### config.mk
export PLATFORM = sky130hd
export DESIGN_NAME = seg7_scan_driver_flat
export DESIGN_NICKNAME = d
export VERILOG_FILES = /design/src/rtl/seg7_scan_driver_if.sv /design/src/rtl/seg7_scan_driver.sv /design/src/flat_wrapper.sv
export SDC_FILE = /design/constraint.sdc
export NUM_CORES = 1
export LEC_CHECK = 0
export ABC_CLOCK_PERIOD_IN_PS = 3400
export BUFFER_PORTS_ARGS = -buffer_cell sky130_fd_sc_hd__buf_2
export CELL_PAD_IN_SITES_DETAIL_PLACEMENT = 1
export CELL_PAD_IN_SITES_GLOBAL_PLACEMENT = 1
export CORE_ASPECT_RATIO = 1.2
export CORE_MARGIN = 2
export CORE_UTILIZATION = 45
export CTS_BUF_LIST = sky130_fd_sc_hd__clkbuf_8
export CTS_CLUSTER_DIAMETER = 50
export DETAILED_ROUTE_END_ITERATION = 10
export HOLD_SLACK_MARGIN = 0.05
export PLACE_DENSITY = 0.94
export SYNTH_ARGS = -nofsm -noshare
export SYNTH_HDL_FRONTEND = slang
export SYNTH_SLANG_ARGS = --single-unit
export TNS_END_PERCENT = 30
### constraint.sdc
create_clock -name clk -period 3.4 [get_ports clk]
set_input_delay 0.51 -clock clk [delete_from_list [all_inputs] [get_ports clk]]
set_output_delay 0.51 -clock clk [all_outputs]
set_load 0.1 [all_outputs]
### src/rtl/seg7_scan_driver_if.sv
// Display bus between a result source and seg7_scan_driver.
//   master : drives value/dp_in/digit_en/blank_lz, observes the display pins
//   slave  : the scan driver (consumes the request, drives the pins)
// Signals:
//   value     4*N_DIGITS packed nibbles, digit 0 in the low nibble
//   dp_in     per-digit decimal point request
//   digit_en  per-digit enable (0 = anode held inactive)
//   blank_lz  blank leading zeros
//   segments  {a,b,c,d,e,f,g}, a = MSB, polarity per ACTIVE_LOW
//   dp        decimal point of the scanned digit
//   anodes    one-hot digit select, polarity per ACTIVE_LOW
interface seg7_scan_driver_if #(
   parameter int N_DIGITS = 8
);
   logic [4*N_DIGITS-1:0] value;
   logic [N_DIGITS-1:0]   dp_in;
   logic [N_DIGITS-1:0]   digit_en;
   logic                  blank_lz;
   logic [6:0]            segments;
   logic                  dp;
   logic [N_DIGITS-1:0]   anodes;

   modport master (
      output value, dp_in, digit_en, blank_lz,
      input  segments, dp, anodes
   );

   modport slave (
      input  value, dp_in, digit_en, blank_lz,
      output segments, dp, anodes
   );
endinterface

### src/rtl/seg7_scan_driver.sv
// Time-multiplexed hexadecimal driver for N_DIGITS seven-segment digits.
// A prescaler holds each digit for COUNT_MAX cycles; the input request is
// snapshotted once per frame so a digit never tears mid-frame. Outputs are
// registered and XOR-inverted when ACTIVE_LOW = 1.
// Ports:
//   clk    system clock
//   reset  synchronous, active-high reset
//   bus    seg7_scan_driver_if slave modport (request in, display pins out)
//
// state   | meaning
// --------+-------------------------------------------------------------
// RESET   | reset input high; register forced to LOAD, everything dark
// ST_LOAD | first cycle after release; snapshot loads on its closing edge
// ST_SCAN | steady scanning; snapshot reloads at each frame boundary
module seg7_scan_driver #(
   parameter int N_DIGITS   = 8,
   parameter int COUNT_MAX  = 100000,
   parameter bit ACTIVE_LOW = 1'b1
) (
   input logic               clk,
   input logic               reset,
   seg7_scan_driver_if.slave bus
);

   localparam int IDX_W = $clog2(N_DIGITS);
   localparam int PRE_W = $clog2(COUNT_MAX);
   localparam logic [IDX_W-1:0] IDX_LAST = IDX_W'(N_DIGITS - 1);
   localparam logic [PRE_W-1:0] PRE_LAST = PRE_W'(COUNT_MAX - 1);

   typedef enum logic {
      ST_LOAD,
      ST_SCAN
   } state_t;

   state_t state_q, state_d;

   logic [PRE_W-1:0]      pre_q, pre_d;
   logic [IDX_W-1:0]      idx_q, idx_d;
   logic [4*N_DIGITS-1:0] snap_q, snap_d;
   logic [N_DIGITS-1:0]   snap_dp_q, snap_dp_d;
   logic [N_DIGITS-1:0]   snap_en_q, snap_en_d;
   logic [6:0]            seg_q, seg_d;
   logic                  dp_q, dp_d;
   logic [N_DIGITS-1:0]   an_q, an_d;

   logic                  load_first;
   logic                  tick;
   logic                  snap_load;

   logic [3:0]            nib;
   logic                  dig_en;
   logic                  dig_dp;
   logic                  blank;
   logic [N_DIGITS-1:0]   an_sel;
   logic [6:0]            seg_lit;

   function automatic logic [6:0] decode(input logic [3:0] n);
      logic [6:0] s;
      case (n)
         4'h0: s = 7'h7E;
         4'h1: s = 7'h30;
         4'h2: s = 7'h6D;
         4'h3: s = 7'h79;
         4'h4: s = 7'h33;
         4'h5: s = 7'h5B;
         4'h6: s = 7'h5F;
         4'h7: s = 7'h70;
         4'h8: s = 7'h7F;
         4'h9: s = 7'h7B;
         4'hA: s = 7'h77;
         4'hB: s = 7'h1F;
         4'hC: s = 7'h4E;
         4'hD: s = 7'h3D;
         4'hE: s = 7'h4F;
         default: s = 7'h47;
      endcase
      return s;
   endfunction

   // FSM next state
   always_comb begin
      state_d    = state_q;
      load_first = 1'b0;
      case (state_q)
         ST_LOAD: begin
            load_first = 1'b1;
            state_d    = ST_SCAN;
         end
         ST_SCAN: state_d = ST_SCAN;
      endcase
   end

   // Prescaler, digit index and snapshot
   always_comb begin
      tick  = (pre_q == PRE_LAST);
      pre_d = tick ? '0 : pre_q + 1'b1;
      idx_d = idx_q;
      if (tick) begin
         idx_d = (idx_q == IDX_LAST) ? '0 : idx_q + 1'b1;
      end
      // A tick on the last digit is the frame boundary: new data and idx=0
      // land on the same edge, so digit 0 of the next frame is already new.
      snap_load = load_first | (tick & (idx_q == IDX_LAST));
      snap_d    = snap_load ? bus.value    : snap_q;
      snap_dp_d = snap_load ? bus.dp_in    : snap_dp_q;
      snap_en_d = snap_load ? bus.digit_en : snap_en_q;
   end

   // Output decode for the digit currently indexed
   always_comb begin
      nib    = '0;
      dig_en = 1'b0;
      dig_dp = 1'b0;
      an_sel = '0;
      blank  = bus.blank_lz && (idx_q != '0);
      for (int i = 0; i < N_DIGITS; i++) begin
         if (idx_q == IDX_W'(i)) begin
            nib       = snap_q[4*i +: 4];
            dig_en    = snap_en_q[i];
            dig_dp    = snap_dp_q[i];
            an_sel[i] = 1'b1;
         end
         // any nonzero digit at or above the current one cancels blanking
         if ((IDX_W'(i) >= idx_q) && (snap_q[4*i +: 4] != 4'h0)) begin
            blank = 1'b0;
         end
      end
      seg_lit = '0;
      if (dig_en && !blank) begin
         seg_lit = decode(nib);
      end
      seg_d = seg_lit ^ {7{ACTIVE_LOW}};
      dp_d  = (dig_en & dig_dp) ^ ACTIVE_LOW;
      an_d  = (dig_en ? an_sel : '0) ^ {N_DIGITS{ACTIVE_LOW}};
   end

   always_ff @(posedge clk) begin
      if (reset) begin
         state_q   <= ST_LOAD;
         pre_q     <= '0;
         idx_q     <= '0;
         snap_q    <= '0;
         snap_dp_q <= '0;
         snap_en_q <= '0;
         seg_q     <= {7{ACTIVE_LOW}};
         dp_q      <= ACTIVE_LOW;
         an_q      <= {N_DIGITS{ACTIVE_LOW}};
      end else begin
         state_q   <= state_d;
         pre_q     <= pre_d;
         idx_q     <= idx_d;
         snap_q    <= snap_d;
         snap_dp_q <= snap_dp_d;
         snap_en_q <= snap_en_d;
         seg_q     <= seg_d;
         dp_q      <= dp_d;
         an_q      <= an_d;
      end
   end

   assign bus.segments = seg_q;
   assign bus.dp       = dp_q;
   assign bus.anodes   = an_q;

endmodule

### src/flat_wrapper.sv
// flat-port wrapper written by rule: the top's interface ports become plain ports
module seg7_scan_driver_flat 
#(
   parameter int N_DIGITS   = 8,
   parameter int COUNT_MAX  = 100000,
   parameter bit ACTIVE_LOW = 1'b1
)
  (clk, reset, bus_value, bus_dp_in, bus_digit_en, bus_blank_lz, bus_segments, bus_dp, bus_anodes);
  seg7_scan_driver_if #(.N_DIGITS(N_DIGITS)) bus_i ();
  input logic clk;
  input logic reset;
  input wire logic [$bits(bus_i.value)-1:0] bus_value;
  input wire logic [$bits(bus_i.dp_in)-1:0] bus_dp_in;
  input wire logic [$bits(bus_i.digit_en)-1:0] bus_digit_en;
  input wire logic [$bits(bus_i.blank_lz)-1:0] bus_blank_lz;
  output wire logic [$bits(bus_i.segments)-1:0] bus_segments;
  output wire logic [$bits(bus_i.dp)-1:0] bus_dp;
  output wire logic [$bits(bus_i.anodes)-1:0] bus_anodes;
  assign bus_i.value = bus_value;
  assign bus_i.dp_in = bus_dp_in;
  assign bus_i.digit_en = bus_digit_en;
  assign bus_i.blank_lz = bus_blank_lz;
  assign bus_segments = bus_i.segments;
  assign bus_dp = bus_i.dp;
  assign bus_anodes = bus_i.anodes;
  seg7_scan_driver #(.N_DIGITS(N_DIGITS), .COUNT_MAX(COUNT_MAX), .ACTIVE_LOW(ACTIVE_LOW)) u_core (.clk(clk), .reset(reset), .bus(bus_i));
endmodule
==> run_results.csv <==
group,metric,value,unit
worst_setup_path,worstPathRequired,3.65,ns
route,first_iter_violations,151,
synthesis,synth_nets,499,
pwr,vdd_ir_drop_max,269,uV
synthesis,yosysMostFrequentCell,"dfxtp_1",
route,routed_via_density,5.61,
synthesis,synth_edf_count,0,
layout,area_growth,16.2,%
sta,worst_pin_slew,1.02,ns
pwr,powerDensity,450,nW/um^2
route,vias,3494,
sta,setup_violations,0,
sta,period_minus_slack,3.21,ns
run_status,status,"complete, no violations",
synthesis,synth-seq-cells,85,
layout,nFillCells,1094,
sta,fmaxAchievable,312,MHz
sta,grt_setup_unrepaired,"no",
sta,fin_skew,0.0143,ns
synthesis,yosysWarnings,0,
synthesis,synth_area_leaders,"dfxtp_1 (42%), mux2i_1 (13%), nor2_1 (7.6%)",
layout,final_util,53.2,%
sta,timing.setup.tns,0,ns
cts,path_clk_slew,0.09,ns
synthesis,syn_area_per_cell,9.37,um^2
synthesis,yosys.area.top_type_share,41.6,%
global_routing,grt_pass1_wl,18.2,mm
sta,maxSlewHeadroom,31.7,%
cts,h-tree-depth,3,
floorplan,io_pins,67,
placement,routabilityCongestion,0.864,
sta,slew_violations,0,
floorplan,die_area,9880,um^2
route,firstDrtPassIters,4,
layout,nets,560,
synthesis,synth_common_cells,"dfxtp_1 (85), nor2_1 (83), mux2i_1 (52)",
global_routing,grt_use_total,23.4,%
floorplan,rows,38,
global_routing,first_global_vias,3689,
sta,hold_viol_final,0,
route,routed_wl,11.3,mm
global_routing,antenna_found_initial,0,
floorplan,core-area,8940,um^2
cts,post_cts_buffers,0,
synthesis,synth-async-reset-ratio,0,%
synthesis,ys_seq_area_share,41.6,%
cts,clk_path_buf_depth,2,
synthesis,ys_types,68,
placement,dp_hpwl,8.36,mm
layout,insertedDiodeCount,0,
cts,cts_root_buf,"clkbuf_8",
layout,multiInputGateArea,2180,um^2
synthesis,synth_cells,437,
placement,placed_area,4500,um^2
cts,cts_sinks,85,
route,ant_nets,0,
worst_setup_path,crit_type,"reg2reg",
route,routedWlPerCell,18.1,um
global_routing,grt_max_degree,57,
worst_hold_path,hp-class,"in2reg",
cts,clock_latency,0.37,ns
cts,cts_tree,"done",
cts,postCtsHoldBufs,0,
route,drc_errors,0,
synthesis,yosysTopAreaCell,"dfxtp_1",
floorplan,fp.dieW,91.1,um
layout,drive_gt1_share,23.9,%
worst_setup_path,r2r_slack,0.19,ns
sta,timing.final.crit_share,94.4,%
layout,ff_latch_area,1700,um^2
floorplan,die_h,108,um
global_routing,grt-ovfl-total,0,
floorplan,start_util,45.8,%
synthesis,synth_area,4090,um^2
worst_setup_path,crit_path_end_kind,"flip-flop",
worst_setup_path,critPathMaxFanout,11,
worst_setup_path,startpoint_type,"flip-flop",
placement,io_buffers,66,
layout,postLayoutCellArea,4760,um^2
cts,numCtsBuffers,9,
worst_setup_path,worst_ep_arrival_time,3.46,ns
run,drv_cap,0,
pwr,leakage,0.00205,uW
cts,cts_resized,0,
synthesis,synthFlopType,"dfxtp_1",
flip-flops by register name (all words and copies together) (netlist names), 3 cells and up:
name / cells
u_core.snap_en_q: 8
u_core.snap_dp_q: 8
u_core.pre_q: 17
u_core.idx_q: 3
u_core.bus.anodes: 8
u_core.snap_q: 32
u_core.bus.segments: 7
per-stage QoR:
step                      std cells  setup WS (ns)  hold WS (ns)  power, uW
final                           623          0.191         0.372       2140
after global routing            623        0.00890         0.376       2220
after CTS                       623          0.111         0.365       2160
after detailed placement        607          0.182         0.440       1320
after global placement          607          0.439         0.438       1300
after floorplan                 437          0.258         0.394       1240
power breakdown:
group          switching, uW  internal, uW  total, uW
Sequential              36.5          1040       1070
Clock                    365           478        843
Combinational            130          94.4        224
Total                    532          1610       2140
cells by family (layout without fill, tap and decap cells):
kind of cell | count (synthesis) | in the layout | synth area share [%]
simple gates | 172 | 172 | 21.1
buf+inv | 40 | 106 | 5.81
mux | 53 | 53 | 13.3
fa+ha+maj | 11 | 11 | 3.36
xor+xnor | 15 | 15 | 3.21
compound gates | 61 | 61 | 11.7
flops | 85 | 85 | 41.6
cells in the final DEF, fill, tap and decap left out, types with 7 or more instances in the layout:
cell and instances:
dfxtp_1 85, nand3_1 14, inv_1 13, nor4_1 10, nor2_1 83, ha_1 11, xnor2_1 8, mux2i_1 52
buf_4 9, a21oi_1 12, nand2_1 19, clkbuf_8 12, buf_2 66, xor2_1 7
critical path: stages (launching register included):
cell and delay (ns):
dfxtp_1 0.46, inv_1 0.11, ha_1 0.33, inv_1 0.13, buf_4 0.19, nor2_1 0.06, o311ai_0 0.45, o221ai_2 0.24
ha_1 0.36, mux4_2 0.45, or3_1 0.31
layer usage:
| metal | vias up | share of wire (%) | track usage, % |
|---|---|---|---|
| met3 | 28 | 3.8 | 4.46 |
| met1 | 1687 | 41 | 26.2 |
| met4 | 0 | 2.7 | 10.2 |
| met2 | 100 | 52 | 43.1 |
| met5 | - | 0 | 0 |
| li1 | 1679 | - | - |
area by class of cell:
type                            instances  area share, %
Clock buffer                           12           3.47
Clock inverter                          4           1.63
Sequential cell                        85           35.8
Tap cell                              120           3.16
Multi-Input combinational cell        312           45.8
Timing Repair Buffer                   76           8.78
Inverter                               14           1.39
worst paths after layout:
kind | startpoint | end | cells past startpoint
max | u_core.idx_q[0] | u_core.bus.segments[3] | 10
min | bus_digit_en[5] | u_core.snap_en_q[5] | 3
max reg2reg | u_core.idx_q[0] | u_core.bus.segments[3] | 10
min reg2reg | u_core.snap_en_q[7] | u_core.bus.anodes[7] | 1
No activity file was read; power rests on OpenSTA's default activity.
